File: src/rtl/scan_pkg.sv
// Shared types and constants for the digit scan sequencer.
package scan_pkg;

   typedef enum logic [1:0] {
      S_IDLE,
      S_BLANK,
      S_SHOW,
      S_HOLD
   } state_t;

   localparam int unsigned NUM_DIGITS_MAX = 8;
   localparam logic [7:0]  AN_OFF         = 8'hFF;

   // Active-low one-hot anode pattern for a digit position.
   function automatic logic [7:0] anode_on(input logic [2:0] pos);
      return ~(8'd1 << pos);
   endfunction

endpackage

File: src/rtl/scan_timer.sv
// Loadable down-counter; counts toward zero and holds there, flagging zero.
module scan_timer #(
   parameter int unsigned W = 4
) (
   input  logic         clk,
   input  logic         rst,
   input  logic         load,
   input  logic [W-1:0] load_val,
   output logic         zero
);

   logic [W-1:0] count;

   always_ff @(posedge clk) begin
      if (rst) begin
         count <= '0;
      end else if (load) begin
         count <= load_val;
      end else if (count != '0) begin
         count <= count - 1'b1;
      end
   end

   assign zero = (count == '0);

endmodule

File: src/rtl/digit_scan_ctrl.sv
// Scans an 8:1 digit mux through NUM_DIGITS positions with blank/dwell timing,
// auto or single-step, registering the selected digit for the decoder.
module digit_scan_ctrl
   import scan_pkg::*;
#(
   parameter int unsigned DWELL      = 16,
   parameter int unsigned BLANK      = 2,
   parameter int unsigned NUM_DIGITS = 8
) (
   input  logic       clk,
   input  logic       rst,
   input  logic       start,
   input  logic       stop,
   input  logic       step,
   input  logic       manual,
   input  logic [3:0] din,
   output logic [2:0] sel,
   output logic       en_n,
   output logic [7:0] digit_an,
   output logic [3:0] seg_data,
   output logic       frame_done,
   output logic       busy
);

   localparam int unsigned TMAX = (DWELL > BLANK) ? DWELL : BLANK;
   localparam int unsigned TW   = (TMAX > 2) ? $clog2(TMAX) : 1;
   localparam logic [TW-1:0] DWELL_LD = TW'(DWELL - 1);
   localparam logic [TW-1:0] BLANK_LD = TW'(BLANK - 1);
   localparam logic [2:0]    LAST_SEL = 3'(NUM_DIGITS - 1);

   state_t       state, state_n;
   logic [2:0]   sel_n, sel_adv;
   logic         stop_pend, pend_n;
   logic         fd_n;
   logic         t_load, t_zero;
   logic [TW-1:0] t_val;
   logic         lit_n;

   scan_timer #(.W(TW)) u_timer (
      .clk      (clk),
      .rst      (rst),
      .load     (t_load),
      .load_val (t_val),
      .zero     (t_zero)
   );

   assign sel_adv = (sel == LAST_SEL) ? 3'd0 : sel + 3'd1;

   always_comb begin
      state_n = state;
      sel_n   = sel;
      pend_n  = stop_pend;
      fd_n    = 1'b0;
      t_load  = 1'b0;
      t_val   = BLANK_LD;
      unique case (state)
         S_IDLE: begin
            if (start && !stop) begin
               state_n = S_BLANK;
               sel_n   = 3'd0;
               t_load  = 1'b1;
            end
         end
         S_BLANK: begin
            if (stop) pend_n = 1'b1;
            if (t_zero) begin
               state_n = S_SHOW;
               t_load  = 1'b1;
               t_val   = DWELL_LD;
            end
         end
         S_SHOW: begin
            if (t_zero) begin
               if (stop_pend || stop) begin
                  state_n = S_IDLE;
                  pend_n  = 1'b0;
               end else if (manual) begin
                  state_n = S_HOLD;
               end else begin
                  state_n = S_BLANK;
                  sel_n   = sel_adv;
                  t_load  = 1'b1;
                  fd_n    = (sel == LAST_SEL);
               end
            end else if (stop) begin
               pend_n = 1'b1;
            end
         end
         S_HOLD: begin
            if (stop) begin
               state_n = S_IDLE;
               pend_n  = 1'b0;
            end else if (step || !manual) begin
               state_n = S_BLANK;
               sel_n   = sel_adv;
               t_load  = 1'b1;
               fd_n    = (sel == LAST_SEL);
            end
         end
         default: state_n = S_IDLE;
      endcase
   end

   assign lit_n = (state_n == S_SHOW) || (state_n == S_HOLD);

   // Mux controls are registered from next-state so they line up with the state.
   always_ff @(posedge clk) begin
      if (rst) begin
         state      <= S_IDLE;
         sel        <= 3'd0;
         en_n       <= 1'b1;
         digit_an   <= AN_OFF;
         seg_data   <= 4'd0;
         frame_done <= 1'b0;
         busy       <= 1'b0;
         stop_pend  <= 1'b0;
      end else begin
         state      <= state_n;
         sel        <= sel_n;
         en_n       <= !lit_n;
         digit_an   <= lit_n ? anode_on(sel_n) : AN_OFF;
         frame_done <= fd_n;
         busy       <= (state_n != S_IDLE);
         stop_pend  <= pend_n;
         if (state == S_SHOW || state == S_HOLD) seg_data <= din;
      end
   end

endmodule

File: config.mk
export PLATFORM = sky130hd
export DESIGN_NAME = digit_scan_ctrl
export DESIGN_NICKNAME = d
export VERILOG_FILES = /design/src/rtl/scan_pkg.sv /design/src/rtl/scan_timer.sv /design/src/rtl/digit_scan_ctrl.sv
export SDC_FILE = /design/constraint.sdc
export NUM_CORES = 1
export LEC_CHECK = 0
export CAP_MARGIN = 20
export CORE_MARGIN = 2
export CORE_UTILIZATION = 45
export DETAILED_ROUTE_END_ITERATION = 10
export PLACE_DENSITY = 0.86
export SKIP_LAST_GASP = 1
export SYNTH_ARGS = -nofsm -noshare
export SYNTH_HDL_FRONTEND = slang
export SYNTH_SLANG_ARGS = --single-unit
File: constraint.sdc
create_clock -name clk -period 2.89 [get_ports clk]
set_input_delay 0.578 -clock clk [delete_from_list [all_inputs] [get_ports clk]]
set_output_delay 0.578 -clock clk [all_outputs]
set_load 0.02 [all_outputs]
==> results_dict.tcl <==
set metrics [dict create \
    p_leak_nw 0.5419 \
    htreeDepth 1 \
    drt-pass1-iter-count 4 \
    start_kind "primary input" \
    die_area_sq_um 2777 \
    rsz0062_at_grt "false" \
    die_w_microns 52.70 \
    num_antenna_cells 0 \
    synth_fp_nets 127 \
    cts_setup_buffers 0 \
    internal-power_w 0.0006193 \
    clock_skew_ns 0.005454 \
    power.switching_w 0.0003334 \
    p_sw_frac 0.3500 \
    viasPerCell 5.585 \
    post-route-period-util 0.8563 \
    antenna_left 0 \
    required_ns 3.11 \
    portBuffers 27 \
    fmax_ghz 0.4041 \
    clkTransAtPathRegs_ns 0.13 \
    worst-setup-path-type "in2reg" \
    hp-class "reg2reg" \
    syn-cell-area_sq_um 1067 \
    die_h_microns 52.70 \
    grt_use_met1 0.2102 \
    gr-total-overflow 0 \
    drive_above_1_share 0.1049 \
    yosys_register_bits 25 \
    drv_slew 0 \
    run_status "complete, no violations" \
    crit_arrival_ns 2.70 \
    multi_input_area_sq_um 525.5 \
    ir_drop_uv 398.9 \
    initial_utilization 0.4779 \
    coreArea_sq_um 2233 \
    place_area_sq_um 1376 \
    tightest_slew_ns 0.5366 \
    grt_antenna_before_repair 0 \
    dr_total_vias 955 \
    grt_pass1_vias 938 \
    synth-warning-count 0 \
    synthCells 113 \
    nets 158 \
    cts.sinks 25 \
    hold-worst-slack_ns 0.5223 \
    io_pins 28 \
    p_total_w 0.0009527 \
    wl_microns 2409 \
    post-dp-hpwl_microns 1775 \
    syn_area_per_cell_sq_um 9.445 \
    grt.met2_usage 0.3458 \
    critPathCaptureType "flop" \
    cts_resized 0 \
    fin_tns_setup_ns 0 \
    grt_start_max_net_pins 16 \
    post-route-min-period_ns 2.475 \
    area_delta_synth_final_pct 31.77 \
    gp_congestion 0.8512 \
    clock_power_share 0.167 \
    grt_pass1_wl_microns 3898 \
    relSlewSlack 0.6418 \
    drv_cap 0 \
    holdBufCountCts 0 \
    synth_seq_area_share 0.4689 \
    drt_iter0_markers 16 \
    design_area_sq_um 1406 \
    cts_root_buf "clkbuf_4" \
    yosysUniqueCellTypes 36 \
    cts_buffers 3 \
    clk_latency_ns 0.32 \
    fillers 183 \
    p_per_area_nw_per_um2 677.4 \
    grt_use_total 0.1926 \
    p_comb_frac 0.372 \
    final_hold_viol_count 0 \
    cts.path.max_buffers 2 \
    cts_tree "built" \
    route.detailed.drc 0 \
    busiest_layer "met2" \
    power_frac_seq 0.461 \
    setup_viol 0 \
    num_rows 17 \
    cp_max_fo 4 \
    gr-usage-met3 0.04571 \
    avgRoutedWirePerCell_microns 14.09 \
    regArea_sq_um 500.5 \
]
[metrics by stage]
step / std cells / utilization / worst slack [ns]
finish: 171 / 0.6297 / 0.4152
global route: 171 / 0.6297 / 0.2969
CTS: 171 / 0.6297 / 0.4232
detailed placement: 167 / 0.6162 / 0.07420
global placement: 167 / 0.6162 / 0.09981
floorplan: 113 / - / 0.5758
[placed cells by master (no fill, tap or decap), types with 2 or more instances in the layout]
cell type,netlist,final
a22oi_1,2,2
nand3_1,4,4
nor2_1,14,14
xor2_1,2,2
clkbuf_4,0,3
o211ai_1,2,2
or2_2,3,3
a21oi_1,7,7
buf_4,0,4
ha_1,4,4
inv_1,4,4
dfxtp_1,25,25
o21ai_0,4,4
mux2i_1,4,4
nand2_1,4,4
nor3b_1,2,2
or3_1,4,4
or3b_2,2,2
clkdlybuf4s50_1,0,27
nor3_1,4,4
a22o_1,2,2
[synth_stat cells, drive strengths merged]
cell      n  area, sq um
nand3b    1        7.510
nor2     14        52.55
a21o      1        7.510
a221oi    1        8.760
and4b     1        10.01
o21ai     4        20.02
inv       4        15.01
or3       5        36.28
xor2      2        17.52
a2bb2oi   1        8.760
or3b      2        17.52
o211ai    2        15.01
clkbuf    3        11.26
ha        4        50.05
o21a      1        15.01
nand2b    1        6.260
a22oi     2        15.01
a22o      2        17.52
buf       2        15.01
nor2b     1        6.260
or2       3        18.77
a211oi    1        7.510
a21oi     7        35.03
or4b      1        10.01
xnor2     1        8.760
a311oi    1        8.760
a31oi     1        6.260
mux2i     4        40.04
nor3b     2        15.01
o311ai    1        8.760
dfxtp    25        500.5
nor3      4        20.02
nand2     4        15.01
nand3     4        20.02
[cells by family (layout without fill, tap and decap cells)]
kind of cell / after synthesis / count (layout) / synth area share
multiplexers: 4 / 4 / 0.03752
AO/OA/AOI/OAI: 25 / 25 / 0.1630
XOR/XNOR: 3 / 3 / 0.02462
AND/OR/NAND/NOR: 43 / 43 / 0.2204
buffers and inverters: 9 / 39 / 0.03868
adder cells (fa/ha/maj): 4 / 4 / 0.04690
flip-flops: 25 / 25 / 0.4689
[state kept, by name, indices dropped and copies added, names as in the netlist]
| register | flops |
|---|---|
| stop_pend | 1 |
| sel | 3 |
| busy | 1 |
| frame_done | 1 |
| en_n | 1 |
| digit_an | 8 |
| seg_data | 4 |
| u_timer.count | 4 |
| state | 2 |
[power groups by stage]
stage	Sequential (W)	Clock (W)	Combinational [W]
finish	0.000439	0.000159	0.000354
global route	0.000446	0.000179	0.000393
CTS	0.000439	0.000162	0.000354
detailed placement	0.000446	0	0.000345
global placement	0.000443	0	0.000335
floorplan	0.000446	0	0.000232
[final cells by class]
class	count	area share
clock buffers	3	0.01601
clock inverters	1	0.005338
inverters	4	0.01068
multi-input cells	79	0.3737
flip-flops and latches	25	0.3559
well taps	28	0.02491
repair buffers	31	0.2135
[worst paths after layout]
check | cells after the start | slack [ns] | endpoint | from
setup / recovery | 6 | 0.42 | digit_an[0] | stop
hold / removal | 2 | 0.52 | seg_data[0] | seg_data[0]
setup reg to reg | 5 | 0.43 | digit_an[0] | state[1]
hold reg to reg | 2 | 0.52 | seg_data[0] | seg_data[0]
[routing by layer]
layer  vias to the layer above  wire length, microns
met4                         0                    44
met2                        42                  1175
met3                         7                   147
met1                       440                  1041
li1                        466                     -
met5                         -                     0
[worst max-delay path, stage by stage]
cell	delay [ns]
clkdlybuf4s50_1	0.41
or4b_1	0.55
or3_4	0.41
o21a_4	0.14
a22o_1	0.27
or3_1	0.34
(Power assumes the default switching activity.)
